File: config.mk
export PLATFORM = sky130hd
export DESIGN_NAME = microwave_timer_core
export DESIGN_NICKNAME = d
export VERILOG_FILES = /design/src/rtl/microwave_timer_core.sv
export SDC_FILE = /design/constraint.sdc
export NUM_CORES = 1
export LEC_CHECK = 0
export BUFFER_PORTS_ARGS = -buffer_cell sky130_fd_sc_hd__buf_2
export CAP_MARGIN = 20
export CELL_PAD_IN_SITES_DETAIL_PLACEMENT = 1
export CELL_PAD_IN_SITES_GLOBAL_PLACEMENT = 2
export CORE_MARGIN = 5
export CORE_UTILIZATION = 38
export CTS_BUF_LIST = sky130_fd_sc_hd__clkbuf_2
export DETAILED_ROUTE_END_ITERATION = 7
export GPL_TIMING_DRIVEN = 0
export PLACE_DENSITY = 0.84
export SLEW_MARGIN = 10
export SYNTH_ARGS = -nofsm -noshare
export SYNTH_HDL_FRONTEND = slang
export SYNTH_SLANG_ARGS = --single-unit
File: constraint.sdc
create_clock -name clock -period 4.6 [get_ports clock]
set_input_delay 0.92 -clock clock [delete_from_list [all_inputs] [get_ports clock]]
set_output_delay 0.92 -clock clock [all_outputs]
set_load 0.01 [all_outputs]
File: src/rtl/microwave_timer_core.sv
// Cook-time BCD countdown (m:ss), magnetron IDLE/COOK control and 7-segment decode.
// Optional build macro: MWC_BLANK_LEADING_ZERO_EN blanks the minutes display while m == 0.
module microwave_timer_core (
    input  logic       clock,
    input  logic       clearn,
    input  logic       startn,
    input  logic       stopn,
    input  logic       door_closed,
    input  logic [3:0] data,
    input  logic       loadn,
    input  logic       pgt_1Hz,
    output logic       mag_on,
    output logic       zero,
    output logic [6:0] sec_ones,
    output logic [6:0] sec_tens,
    output logic [6:0] mins
);

    typedef enum logic {
        IDLE = 1'b0,
        COOK = 1'b1
    } state_t;

    state_t     state;
    state_t     state_next;

    logic [3:0] m;
    logic [3:0] st;
    logic [3:0] so;
    logic [3:0] m_next;
    logic [3:0] st_next;
    logic [3:0] so_next;

    logic       load_en;
    logic       tick_en;
    logic       start_ok;
    logic       stop_req;

    function automatic logic [6:0] seg7(input logic [3:0] d);
        logic [6:0] s;
        case (d)
            4'd0:    s = 7'h7E;
            4'd1:    s = 7'h30;
            4'd2:    s = 7'h6D;
            4'd3:    s = 7'h79;
            4'd4:    s = 7'h33;
            4'd5:    s = 7'h5B;
            4'd6:    s = 7'h5F;
            4'd7:    s = 7'h70;
            4'd8:    s = 7'h7F;
            4'd9:    s = 7'h7B;
            default: s = 7'h00;
        endcase
        return s;
    endfunction

    // Clamp a seconds-ones digit so it can move into the seconds-tens position.
    function automatic logic [3:0] clamp_tens(input logic [3:0] d);
        return (d > 4'd5) ? 4'd5 : d;
    endfunction

    assign zero     = (m == 4'd0) && (st == 4'd0) && (so == 4'd0);
    assign mag_on   = (state == COOK);

    assign load_en  = !loadn && !mag_on && (data <= 4'd9);
    assign tick_en  = pgt_1Hz && mag_on && !zero;

    // Stop and door-open take priority over start; a start at 0:00 is refused.
    assign start_ok = !startn && stopn && door_closed && !zero;
    assign stop_req = !stopn || !door_closed || zero;

    always_ff @(posedge clock) begin
        if (!clearn) begin
            state <= IDLE;
        end else begin
            state <= state_next;
        end
    end

    always_comb begin
        state_next = state;
        case (state)
            IDLE:    if (start_ok) state_next = COOK;
            COOK:    if (stop_req) state_next = IDLE;
            default: state_next = IDLE;
        endcase
    end

    // Load and tick are exclusive through mag_on, so at most one branch fires.
    always_comb begin
        m_next  = m;
        st_next = st;
        so_next = so;
        if (load_en) begin
            m_next  = st;
            st_next = clamp_tens(so);
            so_next = data;
        end else if (tick_en) begin
            if (so != 4'd0) begin
                so_next = so - 4'd1;
            end else begin
                so_next = 4'd9;
                if (st != 4'd0) begin
                    st_next = st - 4'd1;
                end else begin
                    st_next = 4'd5;
                    m_next  = m - 4'd1;
                end
            end
        end
    end

    always_ff @(posedge clock) begin
        if (!clearn) begin
            m  <= 4'd0;
            st <= 4'd0;
            so <= 4'd0;
        end else begin
            m  <= m_next;
            st <= st_next;
            so <= so_next;
        end
    end

    assign sec_ones = seg7(so);
    assign sec_tens = seg7(st);

`ifdef MWC_BLANK_LEADING_ZERO_EN
    assign mins = (m == 4'd0) ? 7'h00 : seg7(m);
`else
    assign mins = seg7(m);
`endif

endmodule

==> results.sh, run 1 <==
export IMPL_initial_core_util=0.3946
export IMPL_die_area_mm2=0.006898
export IMPL_synthMuxAreaShare=0.02468
export IMPL_path_cells="inv_1 -> ha_1 -> or3b_1 -> nor3_1 -> buf_2"
export IMPL_synth_compound_area_share=0.2307
export IMPL_synth_nets=256
export IMPL_finClkSkew_ns=0.02173
export IMPL_post_cts_buffers=0
export IMPL_tritoncts="built"
export IMPL_ys_seq_area_frac=0.3356
export IMPL_drtPass1Iterations=4
export IMPL_ff2ff_path_depth=12
export IMPL_synth_area_leaders="dfxtp_1 34%, ha_1 15%, inv_1 4.1%"
export IMPL_core_area_mm2=0.005140
export IMPL_numCtsBuffers=5
export IMPL_p_leak_nw=1.043
export IMPL_gp_congestion=0.7923
export IMPL_grt_max_degree=11
export IMPL_synth_main_ff_cell="dfxtp_1"
export IMPL_hold_viol=0
export IMPL_die_y_um=83.06
export IMPL_crit_arrival_ns=2.08
export IMPL_grt_pass1_vias=1790
export IMPL_synth_fa_ha_area_frac=0.1481
export IMPL_synth_avg_cell_area_um2=9.177
export IMPL_startpoint_type="flip-flop"
export IMPL_fmax_mhz=333.4
export IMPL_cp_end_kind="primary output"
export IMPL_syn_to_final_growth_pct=14.31
export IMPL_grt_overflow_total=0
export IMPL_nets=296
export IMPL_synth_xor_xnor_area_share=0.004318
export IMPL_setup_viol=0
export IMPL_min_path_type="flip-flop to flip-flop"
export IMPL_p_total_mw=0.6590
export IMPL_slowest_stage="or3b_1"
export IMPL_status="complete, no violations"
export IMPL_path_delay_family="simple AND/OR/NAND/NOR gates"
export IMPL_synth_top_family_by_area="compound AO/OA/AOI/OAI gates"
export IMPL_drcViolationCount=0
export IMPL_post_synth_num_cell_types=54
export IMPL_max_slew_margin_rel=0.5104
export IMPL_totalWireLength_um=4755
export IMPL_fp_row_count=26
export IMPL_port_buffers=33
export IMPL_synth_common_cells="34 x dfxtp_1, 24 x ha_1, 22 x inv_1"
export IMPL_insertion_delay_ns=0.38
export IMPL_ys_warn_count=0
export IMPL_cts_resized=0
export IMPL_drv_cap=0
export IMPL_io_pins=34
export IMPL_first_iter_violations=45
export IMPL_antenna_left=0
export IMPL_fin_crit_ns=2.999
export IMPL_hpwl_um=3759
export IMPL_slew_violations=0
export IMPL_antennaDiodeCount=0
export IMPL_async_flop_share=0
export IMPL_worstSetupPathType="flip-flop to primary output"
export IMPL_synthSimpleGateAreaFrac=0.1986
export IMPL_path_max_fanout=5
export IMPL_clkSinkCount=34
export IMPL_grtUsageTotal=0.1454
export IMPL_crit_cells=5
export IMPL_wl_per_cell_um=14.37
export IMPL_root_buffer="clkbuf_2"
export IMPL_period_share=0.6520
export IMPL_fin_tns_setup_ns=0
export IMPL_cts_hold_buf=0
export IMPL_grt_pass1_wl_um=8286
export IMPL_cts_reportedPaths_clkPinSlew_ns=0.19
export IMPL_antenna_found_initial=0
export IMPL_synth_edf_count=0
export IMPL_drive_above_1_share=0.2107
export IMPL_synth_largest_area_cell="dfxtp_1"
export IMPL_ys_seq_elements=34
export IMPL_vias=1740
export IMPL_synth_cells=221
export IMPL_critPathRequiredTime_ns=3.68
export IMPL_clockBufferDepth=2
export IMPL_irDropWorstVdd_v=0.00009809
export IMPL_power_density_mw_per_mm2=284.2
export IMPL_fillers=644
export IMPL_viasPerCell=5.257
export IMPL_crit_buf_inv=2
export IMPL_yosysMostFrequentCell="dfxtp_1"
export IMPL_slowest_delay_ns=0.42
export IMPL_tightest_slew_ns=0.7310
export IMPL_dieWidth_um=83.06
export IMPL_syn_area_mm2=0.002028
export IMPL_rsz0062_at_grt="no"
export IMPL_htreeDepth=2
export IMPL_synth_top_area_frac=0.3356
export IMPL_worstHoldPathCells=2
[layout by cell type (no fill, tap or decap), types with 7 or more instances in the layout]
cell | netlist | routed
buf_2 | 1 | 34
dfxtp_1 | 34 | 34
ha_1 | 24 | 24
inv_1 | 22 | 22
nor2_1 | 11 | 11
nand3_1 | 11 | 11
o21ai_1 | 9 | 9
nand2_1 | 9 | 9
a21oi_1 | 8 | 8
or3_1 | 8 | 8
nor3_1 | 7 | 7
o21ai_0 | 7 | 7
[per-layer routing]
| metal | global-route usage | share of wire | vias up |
|---|---|---|---|
| met5 | 0 | 0 | - |
| met3 | 0.04356 | 0.044 | 6 |
| li1 | - | - | 877 |
| met1 | 0.1695 | 0.47 | 829 |
| met4 | 0.05646 | 0.017 | 0 |
| met2 | 0.2485 | 0.47 | 28 |
[tightest hold or removal path, stage by stage, from the launching register on]
cell     delay, ns
dfxtp_1       0.41
nor2b_1       0.13
nor3_1        0.06
[stage by stage]
step                hold slack, ns  instance area, um^2  instances    util  setup slack (ns)
floorplan                   0.5329                 2028        221       -             1.894
global placement            0.5737                 2281        324  0.4438             1.462
detailed placement          0.5907                 2281        324  0.4438             1.470
CTS                         0.6129                 2318        331  0.4511             1.570
global route                0.6313                 2318        331  0.4511             1.429
finish                      0.6042                 2318        331  0.4511             1.601
[final cells by class]
type / count / area (um^2) / share of cell area
Tap cell: 70 / 87.58 / 0.03778
Clock buffer: 6 / 30.03 / 0.01295
Multi-Input combinational cell: 158 / 1230 / 0.5305
Buffer: 5 / 27.53 / 0.01187
Inverter: 24 / 90.09 / 0.03886
Sequential cell: 34 / 680.7 / 0.2936
Timing Repair Buffer: 33 / 165.2 / 0.07124
Clock inverter: 1 / 7.507 / 0.003238
[power breakdown]
group	internal [mW]	switching (mW)	total (mW)
Clock	0.0369	0.102	0.139
Combinational	0.0754	0.107	0.182
Sequential	0.325	0.0138	0.338
[cell families after synthesis]
group           Yosys count
mux                       5
simple gates             68
fa+ha+maj                24
compound gates           60
xor+xnor                  1
flops                    34
buf+inv                  29
[registers in the layout, indices dropped and copies added (netlist names)]
signal and count:
m 4, mag_on 1, mins 7, sec_ones 7, sec_tens 7, so 4, st 4
[path summary, 6_finish.rpt]
check / endpoint / start / slack [ns]
worst max-delay path: zero / so[1]$_SDFFE_PN0N_ / 1.60
worst min-delay path: mag_on$_SDFF_PN0_ / mag_on$_SDFF_PN0_ / 0.60
worst max register to register: sec_ones[5]$_DFF_P_ / so[1]$_SDFFE_PN0N_ / 1.72
worst min register to register: mag_on$_SDFF_PN0_ / mag_on$_SDFF_PN0_ / 0.60
Power figures use the tool's default switching activity.
==> inputs of run 2 (changes only) <==
CORE_UTILIZATION = 35   (was 38)
PLACE_DENSITY = 0.78   (was 0.84)
clock period = 3.1 ns   (was 4.6 ns; I/O delays follow)
==> run 2 against run 1 <==
Sequential cell count stayed put. Register-to-register slack worse by 1.4 ns. Critical path type is now flip-flop to flip-flop. Routed wire length is 0.42% lower. Setup slack worse by 1.3 ns.
==> results.sh, run 2 (same netlist as run 1, synthesis figures left out) <==
export IMPL_status="complete, no violations"
export IMPL_vias=1716
export IMPL_viasPerCell=5.153
export IMPL_cp_end_kind="flip-flop"
export IMPL_insertion_delay_ns=0.38
export IMPL_io_pins=34
export IMPL_core_area_mm2=0.005574
export IMPL_p_comb_frac=0.275
export IMPL_grt_pass1_vias=1757
export IMPL_p_leak_nw=1.043
export IMPL_numCtsBuffers=5
export IMPL_switchingPower_mw=0.3359
export IMPL_clockPowerShare=0.215
export IMPL_startpoint_type="flip-flop"
export IMPL_drcViolationCount=0
export IMPL_clockBufferDepth=2
export IMPL_nets=296
export IMPL_period_share=0.9107
export IMPL_grt_pass1_wl_um=8224
export IMPL_post_cts_buffers=0
export IMPL_antenna_left=0
export IMPL_wl_per_cell_um=14.22
export IMPL_finClkSkew_ns=0.02037
export IMPL_first_iter_violations=41
export IMPL_final_cell_mix="34 x buf_2, 34 x dfxtp_1, 24 x ha_1, 22 x inv_1, 11 x nand3_1"
export IMPL_crit_arrival_ns=3.09
export IMPL_min_path_type="input pin to flip-flop"
export IMPL_fin_tns_setup_ns=0
export IMPL_fin_crit_ns=2.823
export IMPL_critPathRequiredTime_ns=3.37
export IMPL_fillers=706
export IMPL_setup_viol=0
export IMPL_clkSinkCount=34
export IMPL_fmax_mhz=354.2
export IMPL_totalWireLength_um=4735
export IMPL_fp_row_count=27
export IMPL_power_frac_seq=0.510
export IMPL_path_max_fanout=6
export IMPL_cts_reportedPaths_clkPinSlew_ns=0.18
export IMPL_hold_viol=0
export IMPL_p_int_mw=0.6484
export IMPL_htreeDepth=2
export IMPL_regArea_um2=680.7
export IMPL_max_slew_margin_rel=0.5089
export IMPL_irDropWorstVdd_v=0.0001475
export IMPL_port_buffers=33
export IMPL_power_density_mw_per_mm2=423.6
export IMPL_drv_cap=0
export IMPL_syn_to_final_growth_pct=14.56
export IMPL_tightest_slew_ns=0.7333
export IMPL_slew_violations=0
export IMPL_drive_above_1_share=0.2146
export IMPL_grt_max_degree=11
export IMPL_antenna_found_initial=0
export IMPL_gp_congestion=0.7625
export IMPL_worstSetupPathType="flip-flop to flip-flop"
export IMPL_root_buffer="clkbuf_2"
export IMPL_grtUsageTotal=0.1386
export IMPL_drtPass1Iterations=3
export IMPL_dieWidth_um=86.13
export IMPL_swShare=0.3412
export IMPL_rsz0062_at_grt="no"
export IMPL_tritoncts="built"
export IMPL_die_y_um=86.13
export IMPL_antennaDiodeCount=0
export IMPL_initial_core_util=0.3639
export IMPL_grt_overflow_total=0
export IMPL_die_area_mm2=0.007418
export IMPL_multi_input_comb_area_mm2=0.001232
export IMPL_cts_hold_buf=0
export IMPL_p_total_mw=0.9842
export IMPL_hpwl_um=3747
[run 2: cell counts in the layout (fill, tap and decap cells not counted)]
No cell type changed its count.
[run 2: area by class of cell]
type / instances / area share
flip-flops and latches: 34 / 0.2929
repair buffers: 33 / 0.07108
multi-input cells: 158 / 0.5304
well taps: 72 / 0.03877
clock buffers: 6 / 0.01292
plain buffers: 5 / 0.01185
inverters: 24 / 0.03877
clock inverters: 1 / 0.003231
[run 2: worst paths after layout]
kind | slack [ns] | from | to | cells past startpoint
hold reg to reg | 0.63 | mag_on$_SDFF_PN0_ | mag_on$_SDFF_PN0_ | 2
hold / removal | 0.47 | door_closed | mag_on$_SDFF_PN0_ | 3
setup reg to reg | 0.28 | so[1]$_SDFFE_PN0N_ | sec_ones[5]$_DFF_P_ | 12
setup / recovery | 0.28 | so[1]$_SDFFE_PN0N_ | sec_ones[5]$_DFF_P_ | 12
[run 2: metal layers]
metal / up-vias / part of all wire / track usage / wire length, um
met1: 810 / 0.48 / 0.1703 / 2260
met4: 0 / 0.017 / 0.05180 / 80
li1: 875 / - / - / -
met5: - / 0 / 0 / 0
met3: 7 / 0.042 / 0.03170 / 197
met2: 24 / 0.46 / 0.2341 / 2197
[run 2: stage by stage]
step	hold WS [ns]	std cells	utilization	cell area [um^2]	worst slack (ns)
2_1_floorplan	0.5329	221	-	2028	0.5630
3_3_place_gp	0.6063	326	0.4097	2283	0.1955
3_5_place_dp	0.6142	326	0.4097	2283	0.1716
4_1_cts	0.4358	333	0.4164	2321	0.1708
5_1_grt	0.4304	333	0.4168	2323	0.004231
6_report	0.4669	333	0.4168	2323	0.2768
[run 2: what timing repair did]
item                                    CTS  global route
endpoints found under the setup margin    0             1
gates resized for setup                   0             1
hold endpoints to repair                  0             0
[run 2: critical path, cell delays in order, from the launching register on]
cell     delay, ns
dfxtp_1       0.41
inv_1         0.12
ha_1          0.20
or3b_1        0.43
a22oi_1       0.21
and2_1        0.14
buf_2         0.18
a21oi_1       0.15
nor2_2        0.19
inv_1         0.11
ha_1          0.30
nor3_1        0.18
o21ai_0       0.10
[run 2: power by group through the flow]
stage / Clock (mW) / Sequential [mW] / Combinational (mW)
after detailed placement: 0 / 0.512 / 0.274
after floorplan: 0 / 0.528 / 0.167
final: 0.211 / 0.502 / 0.271
after CTS: 0.222 / 0.503 / 0.275
after global routing: 0.245 / 0.510 / 0.304
after global placement: 0 / 0.511 / 0.272
==> inputs of run 3 (changes only) <==
clock period = 2.8 ns   (was 3.1 ns; I/O delays follow)
==> run 3 against run 2 <==
Cell count grew 0.30%. First-iteration DRC count shrank 9.8%. Clock skew is essentially flat. Power grew 13%. Die area is the same. Cell area grew 3.0%. Global-route usage grew 0.099 points. Utilization grew 1.2 points. Clock power grew 10%. Worst hold slack lost 0.060 ns. Setup slack lost 0.16 ns. Critical path type is now flip-flop to primary output. Largest power group unchanged. Highest routed layer unchanged.
==> results.sh, run 3 (same netlist as run 1, synthesis figures left out) <==
export IMPL_root_buffer="clkbuf_2"
export IMPL_grt_max_degree=11
export IMPL_drtPass1Iterations=4
export IMPL_power_density_mw_per_mm2=463.2
export IMPL_switchingPower_mw=0.3810
export IMPL_core_area_mm2=0.005574
export IMPL_fin_crit_ns=2.683
export IMPL_ff2ff_path_depth=12
export IMPL_hold_viol=0
export IMPL_syn_to_final_growth_pct=17.95
export IMPL_hp_start="door_closed"
export IMPL_hold_end="mag_on$_SDFF_PN0_"
export IMPL_rsz0062_at_grt="yes"
export IMPL_vias=1745
export IMPL_first_iter_violations=37
export IMPL_setup_viol=0
export IMPL_antenna_left=0
export IMPL_fin_tns_setup_ns=0
export IMPL_totalWireLength_um=4911
export IMPL_irDropWorstVdd_v=0.0001649
export IMPL_antennaDiodeCount=0
export IMPL_setup_slack_ns=0.1166
export IMPL_critPathRequiredTime_ns=2.24
export IMPL_tightest_slew_ns=0.6912
export IMPL_period_share=0.9584
export IMPL_drive_above_1_share=0.2634
export IMPL_grt_overflow_total=0
export IMPL_clockPowerShare=0.211
export IMPL_finClkSkew_ns=0.02065
export IMPL_grt_pass1_wl_um=8293
export IMPL_cts_reportedPaths_clkPinSlew_ns=0.18
export IMPL_cp_end_kind="primary output"
export IMPL_fp_row_count=27
export IMPL_hpwl_um=3747
export IMPL_max_slew_margin_rel=0.5392
export IMPL_grtUsageTotal=0.1396
export IMPL_preCtsSetupSlack_ns=-0.1284
export IMPL_nets=297
export IMPL_viasPerCell=5.225
export IMPL_dieWidth_um=86.13
export IMPL_wl_per_cell_um=14.70
export IMPL_p_leak_nw=1.055
export IMPL_p_comb_frac=0.288
export IMPL_initial_core_util=0.3639
export IMPL_clkSinkCount=34
export IMPL_htreeDepth=2
export IMPL_tritoncts="built"
export IMPL_status="complete, no violations"
export IMPL_worstHoldPathCells=3
export IMPL_startpoint_type="flip-flop"
export IMPL_fmax_mhz=372.7
export IMPL_grt_pass1_vias=1771
export IMPL_insertion_delay_ns=0.38
export IMPL_path_max_fanout=5
export IMPL_worstSetupPathType="flip-flop to primary output"
export IMPL_fin_cells=334
export IMPL_die_area_mm2=0.007418
export IMPL_r2r_slack_ns=0.13
export IMPL_power_frac_seq=0.502
export IMPL_p_int_mw=0.7271
export IMPL_swShare=0.3438
export IMPL_reg2reg_to="sec_ones[5]$_DFF_P_"
export IMPL_port_buffers=33
export IMPL_antenna_found_initial=0
export IMPL_gp_congestion=0.7625
export IMPL_numCtsBuffers=5
export IMPL_slew_violations=0
export IMPL_min_path_type="input pin to flip-flop"
export IMPL_drv_cap=0
export IMPL_drcViolationCount=0
export IMPL_dp_cells=326
export IMPL_io_pins=34
export IMPL_die_y_um=86.13
export IMPL_clockBufferDepth=2
export IMPL_timing_rr_start="st[0]$_SDFFE_PN0N_"
export IMPL_crit_arrival_ns=2.12
export IMPL_final_cell_mix="33 x buf_2, 33 x dfxtp_1, 23 x ha_1, 21 x inv_1, 11 x nand3_1"
[run 3: cell count changes in the layout (fill, tap and decap cells not counted), sizes merged]
cell  before  now
buf       36   37
[run 3: power by group through the flow]
stage	logic [mW]	clock network, mW	registers [mW]
final	0.319	0.233	0.556
after global routing	0.354	0.271	0.565
after CTS	0.308	0.246	0.557
after detailed placement	0.303	0	0.567
after global placement	0.301	0	0.566
after floorplan	0.185	0	0.585
[run 3: worst max-delay path by stage]
| stage | start | endpoint | slack, ns | depth (start not counted) |
|---|---|---|---|---|
| 3_3_place_gp | so[0]$_SDFFE_PN0N_ | sec_ones[5]$_DFF_P_ | -0.10 | 12 |
| 3_5_place_dp | so[0]$_SDFFE_PN0N_ | sec_ones[5]$_DFF_P_ | -0.13 | 12 |
| 6_report | st[0]$_SDFFE_PN0N_ | zero | 0.12 | 5 |
| 4_1_cts | st[0]$_SDFFE_PN0N_ | sec_ones[5]$_DFF_P_ | -0.007 | 12 |
| 5_1_grt | so[1]$_SDFFE_PN0N_ | sec_ones[5]$_DFF_P_ | -0.07 | 12 |
| 2_1_floorplan | so[0]$_SDFFE_PN0N_ | sec_ones[5]$_DFF_P_ | 0.26 | 12 |
[run 3: layout make-up]
cell class | instances | area, um^2
fillers | 697 | 3182
multi-input cells | 158 | 1284
flip-flops and latches | 34 | 684.4
repair buffers | 35 | 180.2
inverters | 24 | 90.09
well taps | 72 | 90.09
clock buffers | 6 | 30.03
plain buffers | 4 | 26.28
clock inverters | 1 | 7.507
[run 3: through the flow]
stage            util  hold slack [ns]  power (mW)  area, um^2
2_1_floorplan       -           0.5329      0.7701        2028
3_3_place_gp   0.4097           0.6063      0.8668        2283
3_5_place_dp   0.4097           0.6142      0.8705        2283
4_1_cts        0.4186           0.3758       1.111        2333
5_1_grt        0.4292           0.3706       1.191        2392
6_report       0.4292           0.4069       1.108        2392
[run 3: what timing repair did]
action / in CTS / in global routing
endpoints found under the setup margin: 8 / 14
hold endpoints to repair: 0 / 0
setup buffers: 0 / 2
pin swaps: 1 / 2
hold buffers: 0 / 0
resized for setup: 5 / 12
[run 3: per-layer routing]
layer | part of all wire | GRT usage | wire length [um]
met1 | 0.47 | 0.1697 | 2291
met3 | 0.042 | 0.03170 | 208
met2 | 0.48 | 0.2383 | 2338
met4 | 0.015 | 0.05180 | 73
met5 | 0 | 0 | 0
[run 3: worst max-delay path: stages, from the launching register on]
cell and delay, ns:
dfxtp_1 0.39, inv_1 0.09, ha_1 0.22, or3b_4 0.44
nor3_1 0.40, buf_2 0.22
